## src/rtl/decode_mux_pkg.sv

```systemverilog
// Shared types for the decode stage: instruction payload, format/unit IDs, imm modes.
// Also holds the immediate normaliser applied before an instruction enters the output queue.
package decode_mux_pkg;

   typedef logic [7:0] fmt_t;
   localparam fmt_t FMT_I   = 8'h01;
   localparam fmt_t FMT_B   = 8'h02;
   localparam fmt_t FMT_XL  = 8'h04;
   localparam fmt_t FMT_D   = 8'h08;
   localparam fmt_t FMT_X   = 8'h10;
   localparam fmt_t FMT_XX1 = 8'h20;
   localparam fmt_t FMT_XX2 = 8'h40;
   localparam fmt_t FMT_XX3 = 8'h80;

   localparam logic [3:0] UNIT_ALU = 4'd0;
   localparam logic [3:0] UNIT_BR  = 4'd1;
   localparam logic [3:0] UNIT_LSU = 4'd2;
   localparam logic [3:0] UNIT_FPU = 4'd3;
   localparam logic [3:0] UNIT_SYS = 4'd4;

   typedef enum logic [1:0] {
      IMM_PASS   = 2'b00,
      IMM_SEXT   = 2'b01,
      IMM_SHSEXT = 2'b10,
      IMM_RSVD   = 2'b11
   } imm_mode_e;

   typedef struct packed {
      fmt_t        format;
      logic [5:0]  opcode;
      logic [31:0] addr;
      logic [3:0]  unit;
      logic [7:0]  majId;
      logic [7:0]  minId;
      logic        is64;
      logic [3:0]  pid;
      logic [3:0]  tid;
      logic [3:0]  rw;
      logic [3:0]  isReg;
      logic [83:0] body;
   } inst_t;

   localparam int PAYLOAD_W = $bits(inst_t);

   // body[9:0] holds two register fields and is never touched; the 16-bit imm sits at body[25:10].
   function automatic inst_t normalize_imm(inst_t x, imm_mode_e m);
      inst_t       r;
      logic [15:0] imm;
      r   = x;
      imm = x.body[25:10];
      case (m)
         IMM_SEXT: begin
            r.body[73:10] = {{48{imm[15]}}, imm};
            r.body[83:74] = '0;
         end
         IMM_SHSEXT: begin
            r.body[73:10] = {{32{imm[15]}}, imm, 16'h0000};
            r.body[83:74] = '0;
         end
         default: ;
      endcase
      return r;
   endfunction

endpackage

```

## src/rtl/decode_format_arbiter_if.sv

```systemverilog
// Channel-side and queue-side handshake bundle of the decode format arbiter.
interface decode_format_arbiter_if #(
   parameter int NUM_CH = 3,
   parameter int DEPTH  = 2
);
   import decode_mux_pkg::*;

   localparam int CH_W  = $clog2(NUM_CH);
   localparam int CNT_W = $clog2(DEPTH) + 1;

   logic                        flush_i;
   logic [NUM_CH-1:0]           valid_i;
   logic [NUM_CH-1:0]           ready_o;
   logic [NUM_CH*PAYLOAD_W-1:0] inst_i;
   logic [NUM_CH*2-1:0]         immMode_i;
   logic                        valid_o;
   logic                        ready_i;
   inst_t                       inst_o;
   logic [CH_W-1:0]             chan_o;
   logic [CNT_W-1:0]            count_o;
   logic                        immErr_o;

   modport master (
      output flush_i, valid_i, inst_i, immMode_i, ready_i,
      input  ready_o, valid_o, inst_o, chan_o, count_o, immErr_o
   );

   modport slave (
      input  flush_i, valid_i, inst_i, immMode_i, ready_i,
      output ready_o, valid_o, inst_o, chan_o, count_o, immErr_o
   );

endinterface

```

## src/rtl/rr_arbiter.sv

```systemverilog
// Round-robin arbiter: combinational one-hot grant starting at an internal pointer,
// pointer moves past the granted requester when advance_i is set.
module rr_arbiter #(
   parameter int N = 3,
   localparam int W = $clog2(N)
) (
   input  logic         clk_i,
   input  logic         rst_i,
   input  logic [N-1:0] req_i,
   input  logic         advance_i,
   output logic [N-1:0] grant_o,
   output logic [W-1:0] grant_idx_o
);

   logic [W-1:0] ptr_q;
   logic [N-1:0] rot;
   logic         found;
   int           sel;

   // rot[k] is the request of channel (ptr+k) mod N; the lowest set k wins.
   always_comb begin
      rot   = N'({req_i, req_i} >> ptr_q);
      found = 1'b0;
      sel   = 0;
      for (int k = N - 1; k >= 0; k--) begin
         if (rot[k]) begin
            found = 1'b1;
            sel   = int'(ptr_q) + k;
         end
      end
      if (sel >= N) sel = sel - N;
      grant_idx_o = W'(sel);
      grant_o     = found ? (N'(1) << grant_idx_o) : '0;
   end

   always_ff @(posedge clk_i) begin
      if (rst_i) begin
         ptr_q <= '0;
      end else if (advance_i) begin
         ptr_q <= (grant_idx_o == W'(N - 1)) ? '0 : grant_idx_o + W'(1);
      end
   end

endmodule

```

## src/rtl/decode_format_arbiter.sv

```systemverilog
// Merges NUM_CH decoder channels round-robin into a DEPTH-entry queue, normalising imms on push.
// Accepts one channel per cycle only when the queue has room (or is popped the same cycle).
module decode_format_arbiter
   import decode_mux_pkg::*;
#(
   parameter int NUM_CH   = 3,
   parameter int DEPTH    = 2,
   parameter int INSTANCE = 0,
   localparam int CH_W    = $clog2(NUM_CH),
   localparam int PTR_W   = $clog2(DEPTH),
   localparam int CNT_W   = $clog2(DEPTH) + 1
) (
   input logic                      clock_i,
   input logic                      reset_i,
   decode_format_arbiter_if.slave   bus
);

   inst_t            mem_q [DEPTH];
   logic [CH_W-1:0]  chan_mem_q [DEPTH];
   logic [PTR_W-1:0] wr_q, rd_q;
   logic [CNT_W-1:0] count_q, count_d;
   logic             immErr_q;

   logic [NUM_CH-1:0] grant;
   logic [CH_W-1:0]   grant_idx;
   logic              space, accept, pop;
   inst_t             sel_inst, norm_inst;
   imm_mode_e         sel_mode;
   logic              unused_instance;

   assign unused_instance = (INSTANCE != 0);

   rr_arbiter #(.N(NUM_CH)) u_arb (
      .clk_i       (clock_i),
      .rst_i       (reset_i),
      .req_i       (bus.valid_i),
      .advance_i   (accept),
      .grant_o     (grant),
      .grant_idx_o (grant_idx)
   );

   // A full queue can still take a new entry when the head leaves in the same cycle.
   assign space       = (count_q < CNT_W'(DEPTH)) || (bus.valid_o && bus.ready_i);
   assign bus.ready_o = (!reset_i && !bus.flush_i && space) ? grant : '0;
   assign accept      = |(bus.valid_i & bus.ready_o);
   assign pop         = bus.valid_o && bus.ready_i;

   always_comb begin
      sel_inst = '0;
      sel_mode = IMM_PASS;
      for (int c = 0; c < NUM_CH; c++) begin
         if (grant[c]) begin
            sel_inst = inst_t'(bus.inst_i[c*PAYLOAD_W +: PAYLOAD_W]);
            sel_mode = imm_mode_e'(bus.immMode_i[c*2 +: 2]);
         end
      end
      norm_inst = normalize_imm(sel_inst, sel_mode);
   end

   always_comb begin
      count_d = count_q;
      if (accept && !pop)      count_d = count_q + CNT_W'(1);
      else if (!accept && pop) count_d = count_q - CNT_W'(1);
   end

   always_ff @(posedge clock_i) begin
      if (reset_i || bus.flush_i) begin
         count_q  <= '0;
         wr_q     <= '0;
         rd_q     <= '0;
         immErr_q <= 1'b0;
      end else begin
         count_q  <= count_d;
         immErr_q <= accept && (sel_mode == IMM_RSVD);
         if (accept) wr_q <= wr_q + PTR_W'(1);
         if (pop)    rd_q <= rd_q + PTR_W'(1);
      end
   end

   // accept is already forced low under reset/flush, so storage needs no reset.
   always_ff @(posedge clock_i) begin
      if (accept) begin
         mem_q[wr_q]      <= norm_inst;
         chan_mem_q[wr_q] <= grant_idx;
      end
   end

   assign bus.valid_o  = (count_q != '0);
   assign bus.count_o  = count_q;
   assign bus.immErr_o = immErr_q;
   assign bus.inst_o   = bus.valid_o ? mem_q[rd_q] : '0;
   assign bus.chan_o   = bus.valid_o ? chan_mem_q[rd_q] : '0;

`ifdef DEBUG_PRINT
   logic log_open = 1'b0;
   always @(posedge clock_i) begin
      if (reset_i) begin
         if (!log_open) begin
            log_open = 1'b1;
            $display("DecodeArb%0d: log opened", INSTANCE);
         end
      end else if (bus.flush_i) begin
         $display("DecodeArb%0d: flush", INSTANCE);
      end else if (accept) begin
         $display("DecodeArb%0d: accept majId=%0h ch=%0d fmt=%0h", INSTANCE, sel_inst.majId, grant_idx, sel_inst.format);
      end
   end
`endif

endmodule

```

## src/flat_wrapper.sv

```systemverilog
// flat-port wrapper written by rule: the top's interface ports become plain ports
module decode_format_arbiter_flat import decode_mux_pkg::*;
#(
   parameter int NUM_CH   = 3,
   parameter int DEPTH    = 2,
   parameter int INSTANCE = 0,
   localparam int CH_W    = $clog2(NUM_CH),
   localparam int PTR_W   = $clog2(DEPTH),
   localparam int CNT_W   = $clog2(DEPTH) + 1
)
  (clock_i, reset_i, bus_flush_i, bus_valid_i, bus_inst_i, bus_immMode_i, bus_ready_i, bus_ready_o, bus_valid_o, bus_inst_o, bus_chan_o, bus_count_o, bus_immErr_o);
  decode_format_arbiter_if #(.NUM_CH(NUM_CH), .DEPTH(DEPTH)) bus_i ();
  input logic clock_i;
  input logic reset_i;
  input wire logic [$bits(bus_i.flush_i)-1:0] bus_flush_i;
  input wire logic [$bits(bus_i.valid_i)-1:0] bus_valid_i;
  input wire logic [$bits(bus_i.inst_i)-1:0] bus_inst_i;
  input wire logic [$bits(bus_i.immMode_i)-1:0] bus_immMode_i;
  input wire logic [$bits(bus_i.ready_i)-1:0] bus_ready_i;
  output wire logic [$bits(bus_i.ready_o)-1:0] bus_ready_o;
  output wire logic [$bits(bus_i.valid_o)-1:0] bus_valid_o;
  output wire logic [$bits(bus_i.inst_o)-1:0] bus_inst_o;
  output wire logic [$bits(bus_i.chan_o)-1:0] bus_chan_o;
  output wire logic [$bits(bus_i.count_o)-1:0] bus_count_o;
  output wire logic [$bits(bus_i.immErr_o)-1:0] bus_immErr_o;
  assign bus_i.flush_i = bus_flush_i;
  assign bus_i.valid_i = bus_valid_i;
  assign bus_i.inst_i = bus_inst_i;
  assign bus_i.immMode_i = bus_immMode_i;
  assign bus_i.ready_i = bus_ready_i;
  assign bus_ready_o = bus_i.ready_o;
  assign bus_valid_o = bus_i.valid_o;
  assign bus_inst_o = bus_i.inst_o;
  assign bus_chan_o = bus_i.chan_o;
  assign bus_count_o = bus_i.count_o;
  assign bus_immErr_o = bus_i.immErr_o;
  decode_format_arbiter #(.NUM_CH(NUM_CH), .DEPTH(DEPTH), .INSTANCE(INSTANCE)) u_core (.clock_i(clock_i), .reset_i(reset_i), .bus(bus_i));
endmodule
```

## config.mk

```make
export PLATFORM = sky130hd
export DESIGN_NAME = decode_format_arbiter_flat
export DESIGN_NICKNAME = d
export VERILOG_FILES = /design/src/rtl/decode_mux_pkg.sv /design/src/rtl/decode_format_arbiter_if.sv /design/src/rtl/rr_arbiter.sv /design/src/rtl/decode_format_arbiter.sv /design/src/flat_wrapper.sv
export SDC_FILE = /design/constraint.sdc
export NUM_CORES = 1
export LEC_CHECK = 0
export ABC_AREA = 1
export ABC_CLOCK_PERIOD_IN_PS = 15200
export CORE_AREA = 5 5 265 267
export DETAILED_ROUTE_END_ITERATION = 10
export DIE_AREA = 0 0 270 272
export SYNTH_ARGS = -nofsm -noshare
export SYNTH_HDL_FRONTEND = slang
export SYNTH_SLANG_ARGS = --single-unit
```

## constraint.sdc

```tcl
create_clock -name clock_i -period 15.2 [get_ports clock_i]
set_input_delay 3.8 -clock clock_i [delete_from_list [all_inputs] [get_ports clock_i]]
set_output_delay 3.8 -clock clock_i [all_outputs]
set_load 0.02 [all_outputs]
```

# Word level (Yosys, flattened, before mapping)
# Memory sizes are Yosys's and may differ from the RTL's. A register that Yosys moved wholly into a read port is not among the register bits.
# Index checks and enable logic that the tools add are counted.
# word_totals
memories	2
wordCells	66
mem_bits_rw	338
ff_bits	7
in_bits	514
# classes
bitwise_logic	1
n_lt_le_gt_ge	2
muxes	27
reduce_logical	15
shifts	2
addsub	8
eq_ne	4
# memory_table
memory	words	width	read_ports	rd_ports_with_merged_regs	write_ports	line_no	text
u_core.mem_q	2	167	1	1	1	decode_format_arbiter.sv:18	inst_t mem_q [DEPTH];
u_core.chan_mem_q	2	2	1	1	1	decode_format_arbiter.sv:19	logic [CH_W-1:0] chan_mem_q [DEPTH];
# op_table
op	count
$mux W167	4
$pmux W74 S2	1
$mux W32	2
$ge A32 B3 Y1 const B	1
$mux W2	8
$mux W1	9
$mux W3	3
$eq A2 B2 Y1 const B	3
$logic_and A1 B1 Y1	6
$shr A6 B2 Y3	1
$add A2 B1 Y2 const B	2
$logic_not A1 Y1	4
$reduce_bool A2 Y1	2
$sub A2 B1 Y2 const B	2
$add A2 B1 Y3 const B	1
$add A2 B2 Y3 const B	1
$and A3 B3 Y3	1
$reduce_or A3 Y1	1
$shl A1 B2 Y3 const A	1
$add A1 B1 Y1 const B	2
$eq A2 B1 Y1 const B	1
$logic_or A1 B1 Y1	2
$lt A2 B2 Y1 const B	1

# Logic depth before layout (Yosys ltp)
# depth
depth_word	15
mapped_depth	30

# Cells and area by module
# Synthesis repeated with hierarchy kept, for this count alone.
# hier_totals
cells_unflattened	1815
hier_area_um2	17156.5
# by_module_without_submodules
mod	area_per_inst_um2	instances	cells_each
decode_format_arbiter	16816.1	1	1752
rr_arbiter	340.3	1	63

# Worst setup path before layout
# No wires, ideal clock.
# synth_path
kind	in2reg
start	input port bus_valid_i[0]
end	memory u_core.chan_mem_q[0][0] (netlist bit), enable pin
path_buffers	1
cell_stages	19
arrival_ns	12.522
setup_time_ns	0.702
setup_slack_ns	1.976
cell_sequence	inv_1 nand2_1 nand3_1 nand2_2 nor2_4 nand2_1 nand3_1 inv_1 ha_1 inv_1 nand2_4 nand2_2 nand2_4 buf_8 nor2_4 nand3_1 nand2_1 nor2_4 nor2_1
# synth_via
elab_chain_len	13
# synth_rtl
item	line_no	text
from (decl)	flat_wrapper.sv:16	input wire logic [$bits(bus_i.valid_i)-1:0] bus_valid_i;
$shr A6 B2 Y3	rr_arbiter.sv:22	rot = N'({req_i, req_i} >> ptr_q);
$mux W3	rr_arbiter.sv:26	if (rot[k]) begin
$mux W32 (2 in series)	rr_arbiter.sv:26	
$ge A32 B3 Y1 or $sub A2 B1 Y2 (tied branches)	rr_arbiter.sv:31	if (sel >= N) sel = sel - N;
$mux W2	rr_arbiter.sv:31	
$shl A1 B2 Y3	rr_arbiter.sv:33	grant_o = found ? (N'(1) << grant_idx_o) : '0;
$mux W3	rr_arbiter.sv:33	
$mux W3	decode_format_arbiter.sv:44	assign bus.ready_o = (!reset_i && !bus.flush_i && space) ? grant : '0;
$and A3 B3 Y3 (*)	decode_format_arbiter.sv:45	assign accept = |(bus.valid_i & bus.ready_o);
$reduce_or A3 Y1 (*)	decode_format_arbiter.sv:45	
$mux W1 (*)	decode_format_arbiter.sv:82	if (accept) begin
$mux W1 (implied by the code) (*)	decode_format_arbiter.sv:84	chan_mem_q[wr_q] <= grant_idx;
to (decl)	decode_format_arbiter.sv:19	
# Every way passes the cells marked *; elsewhere a longest branch is shown, timed or not.

# Worst setup path after layout
# layout_path
start	input port bus_valid_i[1]
end	output port bus_ready_o[2]
# layout_via
elab_chain_len	9
# layout_rtl
item	line_no	text
$shr A6 B2 Y3 (*)	rr_arbiter.sv:22	
$mux W3	rr_arbiter.sv:26	
$mux W32 (2 in series)	rr_arbiter.sv:26	
$ge A32 B3 Y1 or $sub A2 B1 Y2 (tied branches)	rr_arbiter.sv:31	
$mux W2	rr_arbiter.sv:31	
$shl A1 B2 Y3	rr_arbiter.sv:33	
$mux W3 (*)	rr_arbiter.sv:33	
$mux W3 (*)	decode_format_arbiter.sv:44	
to (decl)	flat_wrapper.sv:20	output wire logic [$bits(bus_i.ready_o)-1:0] bus_ready_o;
# Marked as above.

==> impl_metrics.csv <==
group,metric,value,unit
die,io_pins,690,
power,netSwitchingPower,2.52,mW
synthesis,synth_warnings,0,
die,dieWidth,270,µm
critical_path,worstPathCellList,"clkdlybuf4s50_1, nand2_1, nand3_1, nand2_2, nor2_4, nand2_1, nand3_1, inv_1, ha_1, inv_1, nand2_4, nand2_1, nand2_2, buf_4, nor2_4, inv_2, nor2_1, clkdlybuf4s50_1",
critical_path,crit_fanout,34,
critical_path,arrival,7.12,ns
drt,drc_errors,0,
final_layout,finish.net_count,3104,
synthesis,netlist-cell-type-count,32,
clock_network,clk_path_buf_depth,3,
die,floorplan.initialDensity,0.255,
global_routing,antenna_found_initial,3,
power,clock_power_share,0.163,
global_routing,grt_pass1_vias,15978,
final_layout,fillerInstances,6735,
synthesis,synth_top_cells_by_area,"edfxtp_1, nand2_1, a21oi_1",
drt,vias,16031,
die,core-area,67900,µm²
drt,drtIter0Drc,831,
global_routing,grt_first_pass_wirelength,99400,µm
critical_path,startpoint_type,"input pin",
final_layout,final_cell_area,26100,µm²
timing,worst_pin_slew,1.06,ns
die,dieHeight,272,µm
timing,grt_setup_unrepaired,"false",
placement,hpwl,50200,µm
clock_network,cts_resized,0,
clock_network,clk_pin_slew,0.06,ns
drt,antenna_left,0,
synthesis,synth-seq-cells,346,
placement,placed_cell_area,24800,µm²
placement,gp_congestion,1.03,
synthesis,synth_cells,1963,
final_layout,area_growth,50.5,%
synthesis,syn_area_per_cell,8.82,µm²
synthesis,synthArstFlopShare,0,
power,ir_drop,241,µV
final_layout,drive_above_1_share,0.0425,
critical_path,end_kind,"output port",
final_layout,final_util,0.384,
synthesis,synth-edff-count,338,
timing,slew_headroom,0.295,
power,switching_share,0.455,
power,seq_power_share,0.307,
clock_network,cts_inserted_buffers,40,
synthesis,yosysSeqAreaShare,0.595,
die,dieArea,73400,µm²
synthesis,synth_area,17300,µm²
outcome,outcome,"finished, final reports clean",
power,p_comb_frac,0.530,
global_routing,gr-total-overflow,0,
critical_path,slowest_delay,0.63,ns
global_routing,grt_start_max_net_pins,91,
power,power.density,212,nW/µm²
placement,port_buffers,689,
timing,setup_tns,0,ns
critical_path,worstPathRequired,11.40,ns
timing,fin_skew,0.0140,ns
synthesis,yosysTopAreaCell,"edfxtp_1",
placement,dpl_worst_slack,4.33,ns
global_routing,grt_usage,0.173,
drt,detail_route.first_pass.iterations,5,
drt,routed_wl,67600,µm
critical_path,crit_path_frequent_cell,"nand2_1",
drt,wl_per_cell,19.3,µm
clock_network,post-cts-setup-buffer-count,0,
clock_network,cts_max_level,2,
drt,vias_per_cell,4.58,
critical_path,path_class,"in -> out",
timing,max_freq,91.6,MHz
synthesis,synth_fp_nets,2483,
clock_network,clk_latency,0.55,ns
timing,finalMaxSlewViolations,0,
timing,finalSetupViolCount,0,
timing,fin_crit_sh,0.718,
clock_network,ctsHoldBuffers,0,
die,rows,96,
clock_network,cts.sink_count,346,
power,p_leak,9.91,nW
timing,layout_min_cycle_time,10.92,ns
synthesis,synth.top_cell.area_share,0.586,
timing,final_hold_viol_count,0,
clock_network,cts-root-buf,"clkbuf_16",
critical_path,crit_slowest_cell,"clkdlybuf4s50_1",
timing,fin_ws,4.28,ns
hold_path,holdCritPathClass,"reg -> reg",
clock_network,cts_tree,"done",
synthesis,ys.flop_type,"edfxtp_1",
run,drv_cap,0,
power,p_int,3.02,mW
## power by group through the flow
| stage | clock network (mW) | logic [mW] | registers [mW] |
|---|---|---|---|
| final | 0.903 | 2.93 | 1.70 |
| after detailed placement | 0 | 2.98 | 1.72 |
| after CTS | 0.935 | 2.99 | 1.70 |
| after floorplan | 0 | 1.87 | 1.74 |
| after global routing | 0.974 | 3.24 | 1.71 |
| after global placement | 0 | 2.91 | 1.71 |
## stage by stage
stage	total power [mW]	cells	hold slack [ns]
2_1_floorplan	3.61	1963	0.425
3_3_place_gp	4.63	3424	0.444
3_5_place_dp	4.70	3424	0.446
4_1_cts	5.63	3496	0.455
5_1_grt	5.93	3496	0.482
6_report	5.54	3497	0.457
## layout make-up
cell class | instances | area (µm²) | share of cell area
Antenna cell | 1 | 2.50 | 0.0000960
Inverter | 47 | 191 | 0.00735
Tap cell | 882 | 1100 | 0.0423
Clock inverter | 23 | 171 | 0.00658
Sequential cell | 346 | 10300 | 0.396
Multi-Input combinational cell | 1439 | 6170 | 0.237
Clock buffer | 49 | 1060 | 0.0405
Timing Repair Buffer | 710 | 7050 | 0.271
## synthesized netlist by cell type, drive strengths merged, types with 6 or more instances
cell type and n:
nand2 1001, edfxtp 338, a21oi 175, nand3 164, buf 69, clkbuf 62
inv 47, nand4 35, nor2 24, o21ai 20, a31oi 10, dfxtp 8
ha 6
## path summary, 6_finish.rpt
kind | start | cells past startpoint | slack, ns | to
worst min-delay path | u_core.rd_q | 1 | 0.46 | u_core.rd_q
worst min register to register | u_core.rd_q | 1 | 0.46 | u_core.rd_q
worst max-delay path | bus_valid_i[1] | 18 | 4.28 | bus_ready_o[2]
worst max register to register | u_core.u_arb.ptr_q[0] | 22 | 10.26 | u_core.mem_q[0][109]
## cells by family (layout without fill, tap and decap cells)
group,count (synthesis),count (layout),synth area share
and+or+nand+nor,1226,1226,0.289
DFF,346,346,0.595
AOI/OAI and AO/OA,207,207,0.0613
buffers and inverters,178,829,0.0503
adders and majority gates,6,6,0.00434
other,0,1,0
## critical path, delay by kind of cell
kind | cells | cell delay, ns
AND/OR/NAND/NOR | 11 | 1.37
buffers and inverters | 6 | 1.71
adder cells (fa/ha/maj) | 1 | 0.22
## registers in the layout, summed over array words and instances (netlist names), named ones only
name                 count
u_core.mem_q           334
u_core.chan_mem_q        4
u_core.bus.count_o       2
u_core.u_arb.ptr_q       2
u_core.bus.immErr_o      1
u_core.rd_q              1
u_core.wr_q              1
## cells in the final DEF, fill, tap and decap left out, types with 2 or more instances in the layout
cell type	instances
clkbuf_16	41
clkinv_1	8
inv_2	2
nand2_4	2
clkinv_2	9
nor2_4	7
nand3_2	2
a21oi_1	175
nand2_1	990
inv_4	2
nor2_1	15
nor2_2	2
clkbuf_1	8
a31oi_1	10
ha_1	5
dfxtp_1	7
nand3_1	161
nand2_2	9
buf_4	21
o21ai_1	7
o21ai_0	12
edfxtp_1	338
nand4_1	35
bufinv_16	2
inv_6	4
inv_1	41
clkdlybuf4s50_1	689
## metal layers
layer,vias up,wire length (µm),global-route usage
met4,2,1520,0.0415
met5,-,12,0
met3,79,5600,0.0566
met2,634,34100,0.311
met1,7509,26400,0.201
li1,7807,-,-
(Power assumes the default switching activity.)
==> RTL change (same settings) <==
`DEPTH` is set to 2 in 3 places; all go to 4.
--- a/src/rtl/decode_format_arbiter_if.sv
+++ b/src/rtl/decode_format_arbiter_if.sv
@@ -1,7 +1,7 @@
 // Channel-side and queue-side handshake bundle of the decode format arbiter.
 interface decode_format_arbiter_if #(
    parameter int NUM_CH = 3,
-   parameter int DEPTH  = 2
+   parameter int DEPTH  = 4
 );
    import decode_mux_pkg::*;
 
--- a/src/rtl/decode_format_arbiter.sv
+++ b/src/rtl/decode_format_arbiter.sv
@@ -4,7 +4,7 @@
    import decode_mux_pkg::*;
 #(
    parameter int NUM_CH   = 3,
-   parameter int DEPTH    = 2,
+   parameter int DEPTH    = 4,
    parameter int INSTANCE = 0,
    localparam int CH_W    = $clog2(NUM_CH),
    localparam int PTR_W   = $clog2(DEPTH),
--- a/src/flat_wrapper.sv
+++ b/src/flat_wrapper.sv
@@ -2,7 +2,7 @@
 module decode_format_arbiter_flat import decode_mux_pkg::*;
 #(
    parameter int NUM_CH   = 3,
-   parameter int DEPTH    = 2,
+   parameter int DEPTH    = 4,
    parameter int INSTANCE = 0,
    localparam int CH_W    = $clog2(NUM_CH),
    localparam int PTR_W   = $clog2(DEPTH),
Ports: changed (resized bus_count_o); port bits go from 690 to 691. The function was not compared with the original's and may differ.
==> RTL change against the original RTL <==
Maximum frequency fell by 9.1%. Wire length up 54%. Clock skew increased by 4.6 ps. Design area is 57% higher. Sequential share of layout area increased by 11 points. Combinational power up 90%. Via count increased by 56%. Power grew 99%. Area after synthesis is 80% higher. Sequential cell count up 342. Setup slack got worse by 1100 ps. Sequential power up 110%. Largest cell class unchanged. Utilization rose by 22 points.
==> RTL change: results (changes against the original RTL) <==
[synth]
postSynthCellCount=3044  ; was 1,963
synth_area_leaders=edfxtp_1, nor2_1, o21ai_0, nand2_1, nand3_1  ; was edfxtp_1, nand2_1, a21oi_1, nand3_1, clkbuf_1
yosysUniqueCellTypes=36  ; was 32
synth_nets=3569  ; was 2,483
synth_edf_count=676  ; was 338
seq_area_frac_synth_pct=66.0  ; was 59.5%
synthTopCellsByCount=nor2_1, edfxtp_1, o21ai_0  ; was nand2_1, edfxtp_1, a21oi_1

[cells_and_area]
drive_above_1_share_pct=5.50  ; was 4.25%
nets=4140  ; was 3,104
fillers=5524  ; was 6,735
largest_reg_flops=668  ; was 334
area_growth_pct=31.4  ; was 50.5%
regMostFlops=u_core.mem_q  ; unchanged

[worst_setup_path]
r2r_end=u_core.mem_q[1][82]  ; was u_core.mem_q[0][109]
rr_worst_depth=21  ; was 22
critPathArrivalTime_ps=8210  ; was 7120 ps
rrSetupSlack_ps=7800  ; was 10,260 ps
crit_path_max_fanout=85  ; was 34

[timing]
skew_ps=18.6  ; was 14.0 ps
tns_ps=0  ; unchanged
max_slew_margin_pct=20.5  ; was 29.5%

[global_route]
gr-usage-all-layers_pct=27.3  ; was 17.3%
grt_pass1_wl_um=154000  ; was 99,400 um
antenna_found_initial=2  ; was 3
grt_pass1_vias=24100  ; was 16,000
grt_max_degree=234  ; was 91

[place]
dpl-instance-area_sq_um=38500  ; was 24,800 sq um
routabilityCongestion=0.937  ; was 1.03
io_buffers=690  ; was 689
place.detailed.hpwl_um=68000  ; was 50,200 um

[clock_tree]
ctsHtreeMaxLevel=3  ; was 2
clk_latency_ps=600  ; was 550 ps
cts-buffers-inserted=73  ; was 40

[run_status]
status=finished, final reports clean  ; unchanged

[power_and_ir_drop]
leakagePower_nw=14.5  ; was 9.91 nW
irDropWorstVdd_v=0.000272  ; was 0.000241 V

[routing]
drt_iter0_drc=2047  ; was 831
via_count=24900  ; was 16,000
wl_um=104000  ; was 67,600 um

## RTL change: metal layers
metal | up-vias | routed length (um) | global-route usage [%]
met5 | - | 13 | 0
met2 | 928 | 51000 | 45.6
met3 | 101 | 7150 | 5.33
met1 | 12100 | 44400 | 37.7
met4 | 2 | 1860 | 5.79
li1 | 11800 | - | -
## RTL change: cells by family (layout without fill, tap and decap cells)
group           after synthesis  after routing  share of synthesized area (%)
simple gates               1417           1417                           18.7
flops                       688            688                           66.0
compound gates              668            668                           11.2
buf+inv                     259            888                           3.62
fa+ha+maj                    11             11                          0.466
xor+xnor                      1              1                         0.0281
other cells                   0              1                              0
## RTL change: how the worst min path moves through the flow
stage	from	endpoint	slack [ps]	depth (start not counted)
after floorplan	u_core.rd_q[1]	flop	440	2
after global placement	u_core.rd_q[0]	u_core.rd_q[0]	450	1
after detailed placement	u_core.rd_q[1]	flop	450	2
after CTS	u_core.rd_q[1]	flop	470	2
after global routing	u_core.rd_q[1]	flop	510	2
final	u_core.rd_q[1]	flop	460	2
## RTL change: report_power, final
part	internal [W]	switching (W)	total [W]
registers	0.00355	0.0000689	0.00362
clock network	0.00108	0.000710	0.00179
logic	0.00146	0.00412	0.00558
total	0.00609	0.00490	0.0110
## RTL change: final cells by class
class,count,area share (%)
Clock inverter,39,1.06
Tap cell,882,2.70
Antenna cell,1,0.00612
Clock buffer,94,4.87
Timing Repair Buffer,718,17.5
Sequential cell,688,50.2
Multi-Input combinational cell,2097,23.3
Inverter,37,0.398
## RTL change: metrics by stage
stage | setup WS (ps) | std cells
detailed placement | 3220 | 4422
global route | 2820 | 4555
finish | 3190 | 4556
floorplan | 1670 | 3044
global placement | 3390 | 4422
CTS | 3200 | 4555
## RTL change: worst max-delay path: stages
cell and delay, ps:
clkdlybuf4s50_1 470, inv_1 130, nand2_1 90, nand2_1 120, nand3_1 630, nand3_1 420, inv_1 80, ha_1 210
o21bai_2 210, nand2_1 110, nand2_4 150, inv_4 600, nand2_4 260, nor2_1 250, clkdlybuf4s50_1 670
